`src/rtl/archon_entropy_hub.sv`:
```
// Multi-channel entropy front-end: per-channel stuck detection, rotate-XOR mixer with level grading,
// a four-state threat FSM, and an authentication window for lock/flush/release overrides.
module archon_entropy_hub #(
    parameter int NUM_CH      = 4,
    parameter int DATA_W      = 16,
    parameter int REP_LIMIT   = 8,
    parameter int AUTH_WINDOW = 16
) (
    input  logic                     clk,
    input  logic                     reset_n,
    input  logic [NUM_CH*DATA_W-1:0] ch_data,
    input  logic [NUM_CH-1:0]        ch_valid,
    input  logic [1:0]               mission_profile,
    input  logic [7:0]               entropy_threshold,
    input  logic [2:0]               override_req,
    input  logic                     override_auth_valid,
    input  logic                     quantum_override,
    output logic [DATA_W-1:0]        mix_out,
    output logic                     mix_valid,
    output logic [7:0]               entropy_level,
    output logic [NUM_CH-1:0]        ch_fault,
    output logic [1:0]               fsm_state,
    output logic                     lock_out,
    output logic                     flush_out,
    output logic                     hazard_out,
    output logic                     auth_fail
);

    typedef enum logic [1:0] {
        ST_NORMAL   = 2'd0,
        ST_GUARDED  = 2'd1,
        ST_LOCKDOWN = 2'd2,
        ST_FAILSAFE = 2'd3
    } state_t;

    localparam int LOG2_W    = $clog2(DATA_W);
    localparam int LVL_SHIFT = (LOG2_W >= 8) ? 0 : (8 - LOG2_W);

    logic [NUM_CH-1:0] r_fault;
    logic [NUM_CH-1:0] w_trip;
    logic [NUM_CH-1:0] w_contrib;

    genvar gi;
    generate
        for (gi = 0; gi < NUM_CH; gi++) begin : g_ch
            logic [DATA_W-1:0] w_sample;
            logic [DATA_W-1:0] r_last;
            logic [7:0]        r_rep;
            logic [7:0]        w_rep_next;

            assign w_sample   = ch_data[gi*DATA_W +: DATA_W];
            assign w_rep_next = (w_sample != r_last) ? 8'd1 :
                                (r_rep == 8'hFF)     ? 8'hFF : r_rep + 8'd1;
            // The sample that reaches the limit is itself treated as bad.
            assign w_trip[gi] = ch_valid[gi] && (w_rep_next >= 8'(REP_LIMIT));

            always_ff @(posedge clk) begin
                if (!reset_n) begin
                    r_last <= '0;
                    r_rep  <= '0;
                end else if (ch_valid[gi]) begin
                    r_last <= w_sample;
                    r_rep  <= w_rep_next;
                end
            end
        end
    endgenerate

    assign w_contrib = ch_valid & ~r_fault & ~w_trip;

    logic [DATA_W-1:0] r_acc;
    logic              r_mix_valid;
    logic [7:0]        r_level;
    logic [DATA_W-1:0] w_mix_xor;
    logic [DATA_W-1:0] w_acc_next;
    logic [DATA_W-1:0] w_diff;
    logic [15:0]       w_pc;
    logic [15:0]       w_lvl_wide;
    logic [7:0]        w_level_next;

    always_comb begin
        w_mix_xor = '0;
        for (int i = 0; i < NUM_CH; i++) begin
            if (w_contrib[i]) begin
                w_mix_xor = w_mix_xor ^ ch_data[i*DATA_W +: DATA_W];
            end
        end
    end

    assign w_acc_next = {r_acc[DATA_W-2:0], r_acc[DATA_W-1]} ^ w_mix_xor;
    assign w_diff     = w_acc_next ^ r_acc;

    always_comb begin
        w_pc = '0;
        for (int i = 0; i < DATA_W; i++) begin
            w_pc = w_pc + 16'(w_diff[i]);
        end
    end

    // Scale the bit-change count so a full-width flip maps to the top of the 8-bit range.
    assign w_lvl_wide   = w_pc << LVL_SHIFT;
    assign w_level_next = (w_lvl_wide > 16'd255) ? 8'hFF : w_lvl_wide[7:0];

    always_ff @(posedge clk) begin
        if (!reset_n) begin
            r_acc       <= '0;
            r_mix_valid <= 1'b0;
            r_level     <= '0;
            r_fault     <= '0;
        end else begin
            r_fault     <= r_fault | w_trip;
            r_mix_valid <= |w_contrib;
            if (|w_contrib) begin
                r_acc   <= w_acc_next;
                r_level <= w_level_next;
            end
        end
    end

    logic [7:0] w_prof_sub;
    logic [7:0] w_eff_thr;
    logic       w_over_hit;
    logic       w_under_hit;
    logic [2:0] r_over_cnt;
    logic [2:0] r_under_cnt;
    logic [2:0] w_over_inc;
    logic [2:0] w_under_inc;

    assign w_prof_sub  = {2'b00, mission_profile, 4'b0000};
    assign w_eff_thr   = (entropy_threshold > w_prof_sub) ? (entropy_threshold - w_prof_sub) : 8'd0;
    assign w_over_hit  = r_mix_valid && (r_level > w_eff_thr);
    assign w_under_hit = r_mix_valid && !(r_level > w_eff_thr);
    assign w_over_inc  = (r_over_cnt == 3'd7) ? 3'd7 : r_over_cnt + 3'd1;
    assign w_under_inc = (r_under_cnt == 3'd7) ? 3'd7 : r_under_cnt + 3'd1;

    logic       r_pend;
    logic [2:0] r_req;
    logic [7:0] r_timer;
    logic       r_auth_fail;
    logic [2:0] w_req_eff;
    logic       w_auth_hit;
    logic       w_act_lock;
    logic       w_act_flush;
    logic       w_act_release;

    // A pending request owns the slot; anything new arriving meanwhile is dropped.
    assign w_req_eff     = r_pend ? r_req : override_req;
    assign w_auth_hit    = override_auth_valid && (r_pend || (|override_req));
    assign w_act_lock    = w_auth_hit && w_req_eff[0];
    assign w_act_flush   = w_auth_hit && w_req_eff[1];
    assign w_act_release = w_auth_hit && w_req_eff[2];

    always_ff @(posedge clk) begin
        if (!reset_n) begin
            r_pend      <= 1'b0;
            r_req       <= '0;
            r_timer     <= '0;
            r_auth_fail <= 1'b0;
        end else begin
            r_auth_fail <= 1'b0;
            if (w_auth_hit) begin
                r_pend <= 1'b0;
            end else if (!r_pend && (|override_req)) begin
                r_pend  <= 1'b1;
                r_req   <= override_req;
                r_timer <= 8'(AUTH_WINDOW);
            end else if (r_pend) begin
                if (r_timer <= 8'd1) begin
                    r_pend      <= 1'b0;
                    r_auth_fail <= 1'b1;
                end else begin
                    r_timer <= r_timer - 8'd1;
                end
            end
        end
    end

    state_t     r_state;
    state_t     w_state_next;
    logic       w_flush_next;
    logic [3:0] w_fault_cnt;
    logic       r_lock;
    logic       r_hazard;
    logic       r_flush;

    always_comb begin
        w_fault_cnt = '0;
        for (int i = 0; i < NUM_CH; i++) begin
            w_fault_cnt = w_fault_cnt + 4'(r_fault[i]);
        end
    end

    always_comb begin
        w_state_next = r_state;
        w_flush_next = w_act_flush && (r_state != ST_FAILSAFE);
        if (w_fault_cnt > 4'(NUM_CH / 2)) begin
            w_state_next = ST_FAILSAFE;
        end else begin
            case (r_state)
                ST_NORMAL, ST_GUARDED: begin
                    if (quantum_override || w_act_lock) begin
                        w_state_next = ST_LOCKDOWN;
                    end else if (r_state == ST_NORMAL) begin
                        if (w_over_hit && (w_over_inc >= 3'd2)) begin
                            w_state_next = ST_GUARDED;
                        end
                    end else if (w_over_hit && (w_over_inc >= 3'd4)) begin
                        w_state_next = ST_LOCKDOWN;
                        w_flush_next = 1'b1;
                    end else if (w_under_hit && (w_under_inc >= 3'd4)) begin
                        w_state_next = ST_NORMAL;
                    end
                end
                ST_LOCKDOWN: begin
                    if (w_act_release) begin
                        w_state_next = ST_NORMAL;
                    end
                end
                default: w_state_next = ST_FAILSAFE;
            endcase
        end
    end

    always_ff @(posedge clk) begin
        if (!reset_n) begin
            r_state  <= ST_NORMAL;
            r_lock   <= 1'b0;
            r_hazard <= 1'b0;
            r_flush  <= 1'b0;
        end else begin
            r_state  <= w_state_next;
            r_lock   <= (w_state_next == ST_LOCKDOWN) || (w_state_next == ST_FAILSAFE);
            r_hazard <= (w_state_next != ST_NORMAL);
            r_flush  <= w_flush_next;
        end
    end

    always_ff @(posedge clk) begin
        if (!reset_n || (w_state_next != r_state)) begin
            r_over_cnt  <= '0;
            r_under_cnt <= '0;
        end else if (w_over_hit) begin
            r_over_cnt  <= w_over_inc;
            r_under_cnt <= '0;
        end else if (w_under_hit) begin
            r_under_cnt <= w_under_inc;
            r_over_cnt  <= '0;
        end
    end

    assign mix_out       = r_acc;
    assign mix_valid     = r_mix_valid;
    assign entropy_level = r_level;
    assign ch_fault      = r_fault;
    assign fsm_state     = r_state;
    assign lock_out      = r_lock;
    assign flush_out     = r_flush;
    assign hazard_out    = r_hazard;
    assign auth_fail     = r_auth_fail;

endmodule

```
`config.mk`:
```
export PLATFORM = sky130hd
export DESIGN_NAME = archon_entropy_hub
export DESIGN_NICKNAME = d
export VERILOG_FILES = /design/src/rtl/archon_entropy_hub.sv
export SDC_FILE = /design/constraint.sdc
export NUM_CORES = 1
export LEC_CHECK = 0
export ABC_AREA = 1
export CORE_MARGIN = 1
export CORE_UTILIZATION = 45
export DETAILED_ROUTE_END_ITERATION = 16
export PLACE_DENSITY_LB_ADDON = 0.12
export SLEW_MARGIN = 20
export SYNTH_ARGS = -nofsm -noshare
export SYNTH_HDL_FRONTEND = slang
export SYNTH_SLANG_ARGS = --single-unit
```
`constraint.sdc`:
```
create_clock -name clk -period 6.1 [get_ports clk]
set_input_delay 1.22 -clock clk [delete_from_list [all_inputs] [get_ports clk]]
set_output_delay 1.22 -clock clk [all_outputs]
set_load 0.01 [all_outputs]
```
Word-level counts from Yosys, hierarchy flattened:

Index checks and enable logic that the tools add are counted.

* bits in registers: 149
* latch bits: 0
* memory bits (writable): 0
* bits in read-only memories: 0
* word-level logic and storage cells: 163
* memories: 0

* add/sub/neg operators: 26
* multiply operators: 0
* div/mod/pow operators: 0
* $lt $le $gt $ge: 12
* eq/ne operators: 17
* shift-type cells: 0
* mux-type cells: 39
* bitwise gates (word level): 13
* reduce and logical (&&, ||, !) cells: 34

Operators with widths (count)
* $mux 8: 13
* $xor 16x16->16: 5
* $mux 16: 4
* $ne 16x16->1: 4
* $add 12x1->12: 4
* $add 8x1->8 const B: 4
* $eq 8x8->1 const B: 4
* $ge 8x4->1 const B: 4
* $gt 16x8->1 const B: 1
* $logic_and 1x1->1: 15
* $mux 3: 5
* $mux 2: 7
* $add 11x1->12: 1
* $add 10x1->11: 1
* $add 9x1->10: 1
* $add 8x1->9: 1
* $mux 1: 9
* $add 3x1->4: 2
* $add 7x1->8: 1
* $and 4x4->4: 2
* $gt 8x6->1: 1
* $gt 8x8->1: 1
* $le 8x1->1 const B: 1
* $not 4->4: 2
* 28 further kinds: 48

Logic depth before layout (Yosys ltp):

Gate-level depths: netlist (run 1).

* depth in word-level cells: 33
* mapped depth: 38
* depth with buffers taken out: 37

Least setup slack after synthesis (run 1):

No wires, ideal clock.

* kind: input-to-reg
* start: input port ch_data[45]
* end: register r_level[6], in the netlist entropy_level[6]
* library setup time: 0.070 ns
* arrival time: 5.977 ns
* setup slack: 0.053 ns
* cell stages on the path: 33
* path through: nand2_1 -> inv_1 -> nor2_1 -> nor2_1 -> nand2_1 -> nor2_2 -> and2_2 -> nand2_2 -> nor2_4 -> nor2_2 -> nand2_2 -> buf_4 -> nor2_1 -> inv_1 -> nand3_1 -> nand3_1 -> nand3_1 -> nand2_1 -> fa_1 -> inv_1 -> fa_1 -> fa_1 -> inv_1 -> fa_1 -> inv_1 -> ha_1 -> inv_1 -> fa_1 -> inv_1 -> a21oi_1 -> nor2_1 -> o21ai_0 -> a21oi_1

* word-level cells in the longest chain between the ends: 28
* elaborated cells between the ends (all ways): 30
* those cells by class: add/sub (15); order compare (2); eq/ne (1); mux (4); bitwise (6); reduce/logical (2)

Ends and longest elaborated chain
* start, declared: line 11 `input logic [NUM_CH*DATA_W-1:0] ch_data,`
* $ne 16x16->1: line 52 `assign w_rep_next = (w_sample != r_last) ? 8'd1 :`
* $mux 8: line 52
* $ge 8x4->1: line 55 `assign w_trip[gi] = ch_valid[gi] && (w_rep_next >= 8'(REP_LIMIT));`
* $logic_and 1x1->1: line 55
* $not 4->4: line 69 `assign w_contrib = ch_valid & ~r_fault & ~w_trip;`
* $and 4x4->4: line 69
* $mux 16: line 84 `if (w_contrib[i]) begin`
* $xor 16x16->16: line 85 `w_mix_xor = w_mix_xor ^ ch_data[i*DATA_W +: DATA_W];`
* [... 9 more ...]
* $add 7x1->8: line 96 `w_pc = w_pc + 16'(w_diff[i]);`
* $add 8x1->9: line 96
* $add 9x1->10: line 96
* $add 10x1->11: line 96
* $add 11x1->12: line 96
* $add 12x1->12 (4 in a row): line 96
* $gt 16x8->1: line 102 `assign w_level_next = (w_lvl_wide > 16'd255) ? 8'hFF : w_lvl_wide[7:0];`
* $mux 8: line 102
* end signal, assigned: line 115 `r_level <= w_level_next;`
* end, declared: line 73 `logic [7:0] r_level;`

Parallel ways exist; a longest one is shown, timed or not.
A chain may end at the register's enable or synchronous reset.

Worst setup path after layout (run 1):

* start: input port ch_data[35]
* end: register r_acc[15], in the netlist mix_out[15]

* word-level cells in the longest chain between the ends: 10
* elaborated cells between the ends (all ways): 11
* those cells by class: order compare (1); eq/ne (1); mux (3); bitwise (4); reduce/logical (2)

Ends and longest elaborated chain
* $ne 16x16->1 (*): line 52
* $mux 8 (*): line 52
* $ge 8x4->1 (*): line 55
* $logic_and 1x1->1 (*): line 55
* $not 4->4 (*): line 69
* $and 4x4->4 (*): line 69
* $mux 16: line 84
* $xor 16x16->16: line 85
* $mux 16: line 84
* $xor 16x16->16: line 90 `assign w_acc_next = {r_acc[DATA_W-2:0], r_acc[DATA_W-1]} ^ w_mix_xor;`
* end signal, assigned: line 114 `r_acc <= w_acc_next;`
* end, declared: line 71 `logic [DATA_W-1:0] r_acc;`

Mark *: on every way between the ends. The rest lies on a longest branch, timed or not.

==> results of run 1 <==
-- where the power goes --
part           internal, W  switching, W  total, W
sequential         0.00103     0.0000743   0.00110
combinational     0.000762      0.000888   0.00165
clock             0.000541      0.000494   0.00103
-- critical path, delay by kind of cell --
family                 cells  cell delay (ps)
AND/OR/NAND/NOR           13             1400
XOR/XNOR                   1              150
buffers and inverters     29             3600
-- cell usage in the layout, fill, tap and decap left out, types with 4 or more instances in the layout --
master / n
clkinv_1: 9
nand4_1: 27
inv_2: 23
o21ai_2: 6
a31oi_1: 4
clkbuf_16: 17
or2_2: 5
xor2_1: 24
inv_1: 206
nand2_1: 531
buf_4: 185
dfxtp_1: 146
inv_6: 7
nand3b_1: 28
o211ai_1: 7
o21ai_0: 48
nor2_2: 24
nand2_2: 54
buf_6: 14
fa_1: 10
clkdlybuf4s50_1: 55
nand2_4: 12
nand3_1: 111
ha_1: 25
nor3_1: 8
clkbuf_2: 58
nand3_2: 20
nor2_1: 136
o21ai_1: 14
a21oi_1: 113
inv_8: 4
xnor2_1: 15
nor2_4: 21
-- synthesized netlist by cell type (2+ instances only) --
cell type  instances
nand2_1          584
inv_1            218
nor2_1           162
dfxtp_1          146
nand3_1          131
a21oi_1          115
o21ai_0           51
nand3b_1          28
nand4_1           27
ha_1              26
xor2_1            25
clkbuf_1          19
xnor2_1           18
o21ai_1           14
fa_1              12
nor2_2            12
inv_2             11
buf_1             10
buf_2             10
clkinv_1           9
nand2_2            8
nor3_1             8
nor2_4             7
o211ai_1           7
o21ai_2            6
buf_4              5
nand2_4            5
or2_2              5
a31oi_1            4
a211oi_1           3
buf_6              3
nand3_2            3
o31ai_1            3
nor4_1             2
o22ai_1            2
-- kinds of logic (layout without fill, tap and decap cells) --
kind of cell             Yosys count  after routing  share of synthesized area
adder cells (fa/ha/maj)           38             38                     0.0543
AO/OA/AOI/OAI                    210            210                      0.109
XOR/XNOR                          43             43                     0.0362
AND/OR/NAND/NOR                  988            988                      0.409
buffers and inverters            287            589                      0.110
flip-flops                       146            146                      0.281
multiplexers                       1              1                   0.000961
-- cell type report --
type                            instances  area, µm²
Multi-Input combinational cell       1280       6850
Clock inverter                         15        139
Tap cell                              285        357
Sequential cell                       146       2920
Clock buffer                           17        425
Inverter                              239        902
Fill cell                            2084       8580
Timing Repair Buffer                  318       2460
-- metrics by stage --
step | power [W] | instance area (µm²) | setup WS, ps | TNS, ps
2_1_floorplan | 0.00208 | 10400 | 53.0 | 0
3_3_place_gp | 0.00246 | 12600 | -774 | -3660
3_5_place_dp | 0.00249 | 12600 | -882 | -4130
4_1_cts | 0.00368 | 13900 | 25.0 | 0
5_1_grt | 0.00405 | 14100 | -102 | -310
6_report | 0.00379 | 14100 | 56.2 | 0
-- worst max path at each step --
stage,start,end,slack (ps),cells after the start
detailed placement,ch_data[21],entropy_level[6],-880,35
global placement,ch_data[21],entropy_level[6],-770,35
finish,ch_data[35],mix_out[15],60,43
floorplan,ch_data[45],entropy_level[6],50,33
CTS,ch_data[21],entropy_level[6],30,34
global route,ch_data[32],mix_out[15],-100,43
-- registers in the layout (all words and copies together) (netlist names), 2 cells and up --
signal and flops:
r_under_cnt 3, g_ch.r_last 64, entropy_level 5, r_over_cnt 3, fsm_state 2, mix_out 16, ch_fault 4, r_timer 8
g_ch.r_rep 32, r_req 3
-- routing by layer --
metal  vias to the layer above  global-route usage
met4                         0               0.143
met5                         -                   0
met1                      5391               0.354
li1                       5997                   -
met2                       357               0.449
met3                        99              0.0375
-- repair_timing --
action	CTS	global route
pin swaps	52	123
gates resized for setup	124	248
endpoints found under the setup margin	5	7
setup buffers	77	12
gates cloned	1	0
==> run_results.csv, run 1 <==
group,metric,value,unit
worst_hold_path,hold_depth,2,
worst_setup_path,path_class,"input pin to flop",
worst_setup_path,ff2ff_path_depth,43,
clocking,hold_buffers,0,
routing,drt-initial-drc-count,898,
worst_setup_path,critPathSlowestCell,"nor2_1",
final_layout,drive_above_1_share,0.238,
global_route,antenna_found_initial,0,
placement,dp_hpwl,23.2,mm
worst_hold_path,min_to,"r_req[2]",
routing,wl_met1,14.6,mm
timing,finalHoldViolations,0,
worst_setup_path,cpMostUsedCell,"buf_4",
routing,top_layer_used,"met4",
synthesis,synth_fp_nets,1836,
worst_setup_path,cp.required,6440,ps
routing,drc,0,
global_route,grt_overflow,0,
worst_setup_path,r2r_start,"g_ch[0].r_rep[0]",
global_route,grt_max_degree,90,
timing,setup_viol,0,
routing,wl_met3,1.72,mm
final_layout,nets,2125,
timing,holdWs,465,ps
synthesis,synth_flop_cell,"dfxtp_1",
synthesis,syn_inst,1713,
synthesis,synth-seq-cells,146,
clocking,cts_max_level,4,
timing,finalCritPeriodShare,0.991,
synthesis,synth_area_leaders,"dfxtp_1, nand2_1, inv_1",
clocking,tritoncts,"yes",
clocking,clock-sinks,146,
job,maxCapViolCount,0,
routing,drtPass1Iterations,6,
power_and_ir_drop,powerDensity,269,nW/µm²
final_layout,final_util,0.621,
floorplanning,core_area,22600,µm²
worst_setup_path,critPathMaxStageDelay,190,ps
final_layout,antenna_cells,0,
synthesis,synth_top_area_cell,"dfxtp_1",
final_layout,stdcell_count,2300,
floorplanning,die_x,154,µm
synthesis,syn-cell-area,10400,µm²
placement,gp_routability_congestion,0.897,
routing,num_vias,11844,
placement,dp_cells,2183,
worst_setup_path,r2r_setup_slack,310,ps
floorplanning,fp-row-count,55,
worst_setup_path,critical_path.max_fanout,8,
worst_setup_path,r2r_end,"mix_out[15]",
synthesis,synth_edf_count,0,
synthesis,synth_cell_types,49,
synthesis,synth.avg_cell_area,6.08,µm²
global_route,grt_pass1_vias,10772,
routing,wl_met2,15.1,mm
clocking,ctsRootBufferMaster,"clkbuf_16",
timing,min_period,6040,ps
worst_setup_path,cp-start-kind,"input pin",
timing,slew-limit-headroom,0.297,
timing,drv_slew,0,
synthesis,yosysSeqAreaShare,0.281,
clocking,cts_buffers,17,
routing,wl_per_cell,14.3,µm
floorplanning,die_h,154,µm
power_and_ir_drop,leakagePower,6.92,nW
placement,port_buffers,119,
routing,via_per_inst,5.15,
clocking,clk_pin_slew,70,ps
final_layout,syn_to_final_growth,35.0,%
worst_hold_path,min_path_type,"flop to flop",
timing,clock-skew-final,11.8,ps
routing,finalWirelength,32.9,mm
routing,antenna_left,0,
worst_setup_path,worst_ep_arrival_time,6380,ps
timing,max_clock_freq,165,MHz
floorplanning,start_util,0.460,
power_and_ir_drop,ir_drop,249,µV
worst_setup_path,end_kind,"flop",
clocking,clock_latency,440,ps
synthesis,ys_warn_count,0,
floorplanning,io_pins,120,
clocking,cts_buffer_depth,2,
status,status,"finished clean",
worst_hold_path,hp-start,"r_req[2]",
synthesis,synthArstFlopShare,0,
global_route,grtUsageTotal,0.275,
synthesis,synth_top_area_frac,0.281,
floorplanning,die_area,23800,µm²
timing,worstMarginPinSlew,1050,ps
global_route,grt_pass1_wl,52.2,mm
Note: power is estimated with default switching activity, not from simulation.
==> run 2: changes to the inputs <==
--- a/config.mk
+++ b/config.mk
@@ -9,6 +9,7 @@
 export CORE_MARGIN = 1
 export CORE_UTILIZATION = 45
 export DETAILED_ROUTE_END_ITERATION = 16
+export GPL_TIMING_DRIVEN = 0
 export PLACE_DENSITY_LB_ADDON = 0.12
 export SLEW_MARGIN = 20
 export SYNTH_ARGS = -nofsm -noshare
==> run_results.csv, run 2 (synthesis gave the netlist of run 1 again) <==
group,metric,value,unit
status,status,"complete, but fails checks",
status,violations,"setup timing",
clocking,clock_latency,440,ps
worst_setup_path,cpMostUsedCell,"buf_4",
timing,drv_slew,0,
worst_setup_path,r2r_setup_slack,40,ps
timing,fin_ws,-167,ps
power_and_ir_drop,powerDensity,280,nW/µm²
timing,rsz0062_at_grt,"true",
routing,wl_per_cell,15.0,µm
worst_setup_path,critPathSlowestCell,"xnor2_1",
global_route,grtUsageTotal,0.283,
routing,num_vias,11859,
timing,slew-limit-headroom,0.398,
final_layout,final_area,13600,µm²
global_route,gr-usage-met3,0.0380,
worst_setup_path,crit_path_end,"mix_out[7]",
worst_setup_path,cp.depth,47,
worst_setup_path,cp.required,6430,ps
timing,max_clock_freq,160,MHz
power_and_ir_drop,leakagePower,6.67,nW
timing,holdWs,466,ps
global_route,grt-busiest-layer,"met2",
timing,min_period,6270,ps
final_layout,nets,2089,
worst_setup_path,r2r_end,"mix_out[7]",
floorplanning,fp-row-count,55,
final_layout,largest_register_ffs,64,
worst_setup_path,end_kind,"flop",
timing,finalCritPeriodShare,1.03,
clocking,cts_buffer_depth,2,
global_route,antenna_found_initial,0,
floorplanning,die_area,23800,µm²
worst_setup_path,cp-start-kind,"input pin",
floorplanning,core_area,22600,µm²
placement,gp_routability_congestion,0.934,
clocking,tritoncts,"yes",
final_layout,top_register,"g_ch.r_last",
worst_setup_path,ff2ff_path_depth,45,
worst_setup_path,startpoint,"ch_data[0]",
floorplanning,die_x,154,µm
timing,worstMarginPinSlew,904,ps
clocking,ctsRootBufferMaster,"clkbuf_16",
timing,finalHoldViolations,0,
final_layout,antenna_cells,0,
clocking,cts_max_level,4,
final_layout,final_cell_mix,"nand2_1, inv_1, dfxtp_1, nor2_1, buf_4",
global_route,grt_overflow,0,
worst_setup_path,critPathMaxStageDelay,190,ps
timing,setup_viol,1,
global_route,gr-usage-met1,0.352,
floorplanning,die_h,154,µm
worst_setup_path,cp_num_buf_inv,32,
floorplanning,io_pins,120,
global_route,grt_max_degree,17,
routing,drt-initial-drc-count,919,
worst_setup_path,r2r_start,"g_ch[0].r_rep[0]",
power_and_ir_drop,ir_drop,216,µV
global_route,grt_pass1_vias,10710,
placement,placed_area,11900,µm²
worst_setup_path,critical_path.max_fanout,5,
final_layout,drive_above_1_share,0.202,
global_route,grt_pass1_wl,52.8,mm
final_layout,final_common_cell,"nand2_1",
routing,antenna_left,0,
timing,clock-skew-final,16.7,ps
job,maxCapViolCount,0,
worst_hold_path,min_path_type,"flop to flop",
placement,dp_hpwl,23.9,mm
routing,finalWirelength,33.9,mm
global_route,gr-usage-met2,0.491,
clocking,cts_buffers,17,
worst_setup_path,cpLargestDelayFamily,"buffers and inverters",
final_layout,syn_to_final_growth,30.8,%
routing,drc,0,
worst_setup_path,path_class,"input pin to flop",
routing,drtPass1Iterations,6,
floorplanning,start_util,0.460,
worst_setup_path,worst_ep_arrival_time,6600,ps
clocking,clk_pin_slew,60,ps
placement,port_buffers,115,
clocking,clock-sinks,146,
routing,via_per_inst,5.24,
==> run 2: cell types whose count changed in the layout (fill, tap and decap cells not counted), sizes merged <==
cell,previous run,this run
buf,205,154
bufinv,0,2
clkbuf,75,97
clkdlybuf4s50,55,51
clkinv,12,13
inv,240,234
==> run 2: how the worst min path moves through the flow <==
stage | depth (start not counted) | endpoint | from
3_5_place_dp | 2 | r_req[1] | r_req[1]
2_1_floorplan | 2 | r_req[2] | r_req[2]
6_report | 2 | r_req[1] | r_req[1]
5_1_grt | 2 | r_req[1] | r_req[1]
3_3_place_gp | 2 | r_req[2] | r_req[2]
4_1_cts | 2 | r_req[1] | r_req[1]
==> run 2: cell type report <==
class                      instances  area (µm²)
buffer                            48         315
clock buffer                      20         457
clock inverter                    12         143
fill                            2141        9020
inverter                         239         911
multi-input combinational       1280        6750
sequential                       146        2920
tap                              285         357
timing repair buffer             234        1760
==> run 2: stage by stage <==
step / setup TNS [ps] / utilization / setup slack, ps / total power [W] / instances
2_1_floorplan: 0 / - / 53.0 / 0.00208 / 1713
3_3_place_gp: -5320 / 0.527 / -1130 / 0.00244 / 2113
3_5_place_dp: -5370 / 0.527 / -1150 / 0.00246 / 2113
4_1_cts: 0 / 0.591 / 13.2 / 0.00369 / 2240
5_1_grt: -1160 / 0.602 / -300 / 0.00409 / 2264
6_report: -167 / 0.602 / -167 / 0.00381 / 2264
==> run 2: repair_timing <==
action                                  CTS  global route
endpoints found under the setup margin    5             7
resized for setup                       136           230
setup buffers                            95            24
gates cloned                              0             1
pin swaps                                56           107
hold buffers                              0             0
==> run 2: power breakdown <==
part | switching, W | internal, W | leakage, nW | total, W
sequential | 0.0000723 | 0.00103 | 1.20 | 0.00110
combinational | 0.000888 | 0.000726 | 5.17 | 0.00161
clock | 0.000462 | 0.000633 | 0.293 | 0.00110
total | 0.00142 | 0.00239 | 6.67 | 0.00381
==> run 2: metal layers <==
| metal | wire (µm) | up-vias | share of wire |
|---|---|---|---|
| li1 | - | 5923 | - |
| met1 | 14500 | 5383 | 0.43 |
| met2 | 16100 | 451 | 0.47 |
| met3 | 2150 | 102 | 0.063 |
| met4 | 1250 | 0 | 0.037 |
| met5 | 0 | - | 0 |
==> run 2: tightest hold or removal path, delay by kind of cell, from the launching register on <==
| kind | cells | cell delay, ps |
|---|---|---|
| simple gates | 1 | 60 |
| flops | 1 | 310 |
| compound gates | 1 | 50 |
